==> config.mk <==
export PLATFORM = sky130hd
export DESIGN_NAME = sat_counter
export DESIGN_NICKNAME = d
export VERILOG_FILES = /design/src/rtl/lfsr_checker_sat_counter.sv
export SDC_FILE = /design/constraint.sdc
export NUM_CORES = 1
export LEC_CHECK = 0
export ABC_AREA = 1
export ABC_CLOCK_PERIOD_IN_PS = 3520
export CORE_ASPECT_RATIO = 1.25
export CORE_MARGIN = 2
export CORE_UTILIZATION = 39
export CTS_BUF_LIST = sky130_fd_sc_hd__clkbuf_16
export DETAILED_ROUTE_END_ITERATION = 7
export PLACE_DENSITY_LB_ADDON = 0.1
export SYNTH_ARGS = -nofsm -noshare
export SYNTH_HDL_FRONTEND = slang
export SYNTH_SLANG_ARGS = --single-unit
==> constraint.sdc <==
create_clock -name clk -period 3.52 [get_ports clk]
set_input_delay 0.704 -clock clk [delete_from_list [all_inputs] [get_ports clk]]
set_output_delay 0.704 -clock clk [all_outputs]
set_load 0.005 [all_outputs]
==> src/rtl/lfsr_checker_sat_counter.sv <==
// sat_counter: W-bit up-counter that sticks at all-ones; clr wins over inc.
module sat_counter #(
    parameter int W = 16
) (
    input  logic         clk,
    input  logic         rst_n,
    input  logic         inc,
    input  logic         clr,
    output logic [W-1:0] value
);
    always_ff @(posedge clk or negedge rst_n)
        if (!rst_n) value <= '0;
        else        value <= clr ? '0 : value + W'(inc && !(&value));
endmodule

==> results.md <==
- The run finished with clean final reports.
- The top-level port count is 20.
- The final-report max-slew violation count is 0.
- At the worst endpoint, the required time is 3660 ps.
- The iteration count of the initial detailed-routing pass is 4.
- Leaving out fill and tap cells, the most frequent cell in the layout is nand2_1.
- The number of DRC violations after detailed routing is 0.
- Of all nets on the critical path, the largest fanout is 5.
- The number of cells on the worst reg-to-reg path is 10.
- Data arrives at the worst endpoint at 2110 ps.
- After detailed routing, the number of vias per cell comes to 4.91.
- Summed over all cells, the static leakage comes to 0.584 nW.
- TritonCTS built the clock tree.
- Routability-driven placement finished with a final weighted congestion of 0.834.
- After detailed placement, the design holds a cell count of 178.
- The final routed wire length divided by cell count is 11.8 um.
- The buffer depth of the longest clock path is 2.
- The number of antenna violations at the first check in global routing is 0.
- The register area share after synthesis is 42.4%.
- In this run the power density over the cells is 348 nW/um^2.
- The largest registers in the layout are value x16.
- The root buffer cell chosen for the clock tree is clkbuf_16.
- The count of nets left with antenna violations once routing finished came out at 0.
- The launch instance of the worst register-to-register path is value[4].
- The worst setup path is launched from an input pin.
- The startpoint of the most critical hold path is value[3].
- The final core area utilization is 55.3%.
- The largest clock skew in the final design is 3.80 ps.
- The total CTS buffers is 3.
- For this run, the number of Yosys warnings is 0.
- The post-synth design cell area is 945 um^2.
- The clock drives 16 sinks.
- The final layout contains 158 nets.
- The core box area is 2260 um^2.
- The overall die width is 48.0 um.
- The total track usage is 17.4%.
- The critical path class is input pin to flop.
- In this run the vertical extent of the chip is 59.0 um.
- The initial detailed-routing violation count is 16.
- The antenna diode count is 0.
- The site row count is 19.
- The number of instances resized during post-cts repair is 0.
- The final number of hold-violating endpoints is 0.
- For this run, the top clock speed supported by timing is 508 MHz.
- The number of hold buffers added after CTS is 0.
- The first global-routing pass estimated 3.46 mm of wire.
- The clock-pin slew reported for the worst setup and hold paths after clock tree synthesis is 50 ps.
- The worst path needs 1970 ps of the cycle, external delays included.
- The number of cells in the finished layout apart from fillers is 182.
- The worst register-to-register path has a setup slack of 1600 ps.
- The destination of the worst hold path is value[3].
- STA classifies the critical path endpoint as a flop.
- After routing, the total negative slack on setup checks comes to 0 ps.
- The count of buffers added on input and output ports is 19.
- Clock latency on the worst-skew pair, taken at its later pin, is 250 ps.
- The layout-stage area growth over the synthesis result is 32.2%.
- The register with the most flip-flops in the layout has 16 of them.
- The top cell type by area accounts for 42.4% of the synthesized area.
- Summed over all layers, the global routing overflow is 0.
- The initial utilization of the core area, before any placement, comes to 41.8%.
- The maximum number of pins on one net before global-route repair is 17.
- The number of H-tree levels is 1.
- The routed layout has 893 vias.
- The final instance area is 1250 um^2.
- Setup repair after global routing left no endpoint under its margin.
- The number of cells on the worst hold path is 1.
- Ranked by total cell area, the synthesized netlist is headed by dfrtp_1, nand2_1, nor2_1, inv_1, nor2_4.
- The post-synthesis cell count is 129.
- The die area is 2830 um^2.
- Headroom to the max-slew limit came out at 51.9%.
- Leaving out fill and tap cells, the most frequent cells in the layout are nand2_1, nor2_1, clkdlybuf4s50_1, inv_1, dfrtp_1.
- The per-instance average area after synthesis is 7.32 um^2.
- After synthesis, the netlist uses 20 different library cells.
- The number of flip-flops and latches in the synthesized netlist is 16.
- The transition time at the pin with the least slew margin is 720 ps.
- The path class of the tightest hold or removal check is flop to flop.
- The number of setup buffers added after CTS is 0.
- Max-cap violations in this run came to 0.
- Counting flops per register, the top entry is value.
- The number of nets in the synthesized netlist is 135.
- The worst register-to-register path ends at value[7].
- The post-route netlist has 11.9% of its cells at a drive strength greater than 1.
- The period utilization is 56.0%.
- The number of global-route vias before repair is 811.
- Detailed placement ended at an HPWL of 1.71 mm.
- Setup violations remaining at the end of the flow were counted as 0.
- The aggregate routed wire length is 2.15 mm.
- The cell area after placement is 1170 um^2.
- The worst vdd rail ir drop is 0.286 mV.
- dfrtp_1 takes more of the synthesized area than any other cell.
- After filler insertion, the fill cell instance count of the layout stands at 230.
## cell usage after synthesis, drive strengths merged
| library cell | instances |
|---|---|
| ha | 2 |
| nand3 | 5 |
| o21a | 1 |
| nand2 | 36 |
| o21ai | 3 |
| nor2 | 31 |
| clkbuf | 1 |
| a211oi | 1 |
| nand4 | 3 |
| dfrtp | 16 |
| a21oi | 5 |
| xor2 | 1 |
| nor3 | 5 |
| o21bai | 1 |
| inv | 18 |
## metrics by stage
step	total power [W]	hold slack, ps	setup WS, ps
2_1_floorplan	0.000202	408	1830
3_3_place_gp	0.000216	513	1310
3_5_place_dp	0.000216	526	1280
4_1_cts	0.000441	533	1540
5_1_grt	0.000452	543	1410
6_report	0.000434	529	1550
## cell type report
| class | instances | area, um^2 | share of cell area [%] |
|---|---|---|---|
| inverter | 18 | 67.6 | 5.41 |
| sequential | 16 | 400 | 32.1 |
| tap | 31 | 38.8 | 3.11 |
| multi-input combinational | 94 | 473 | 37.9 |
| timing repair buffer | 19 | 190 | 15.2 |
| clock buffer | 3 | 75.1 | 6.01 |
| clock inverter | 1 | 3.75 | 0.301 |
## logic make-up after synthesis
group,synth area share [%]
DFF,42.4
AOI/OAI and AO/OA,7.02
buffers and inverters,7.55
adders and majority gates,2.65
xor gates and xnor gates,0.927
and+or+nand+nor,39.5
## worst max-delay path by stage
stage	to	cells past startpoint	slack, ps	startpoint
floorplan	value[7]	10	1830	value[5]
global placement	value[13]	10	1310	inc
detailed placement	value[13]	10	1280	inc
CTS	value[13]	10	1540	inc
global route	value[13]	10	1410	inc
finish	value[13]	10	1550	inc
## layer usage
layer	global-route usage, %	share of wire, %	wire length [um]
met2	30.1	52	1120
met5	0	0	0
met1	20.2	43	925
met4	6.95	2.1	45
met3	3.05	2.7	58
## worst max-delay path, stage by stage
cell and delay [ps]:
clkdlybuf4s50_1 450, o21a_1 140, ha_1 210, nand2_2 100, nor2_4 160, nand2_2 70
nor2_2 120, nand2_1 60, nand2_1 50, nor2_1 40
## where the power goes
| group | internal [W] | switching (W) | leakage (nW) |
|---|---|---|---|
| Clock | 0.000151 | 0.0000711 | 0.0385 |
| Combinational | 0.0000101 | 0.0000127 | 0.324 |
| Sequential | 0.000186 | 0.00000332 | 0.222 |
| Total | 0.000347 | 0.0000871 | 0.584 |
Note: power is estimated with default switching activity, not from simulation.
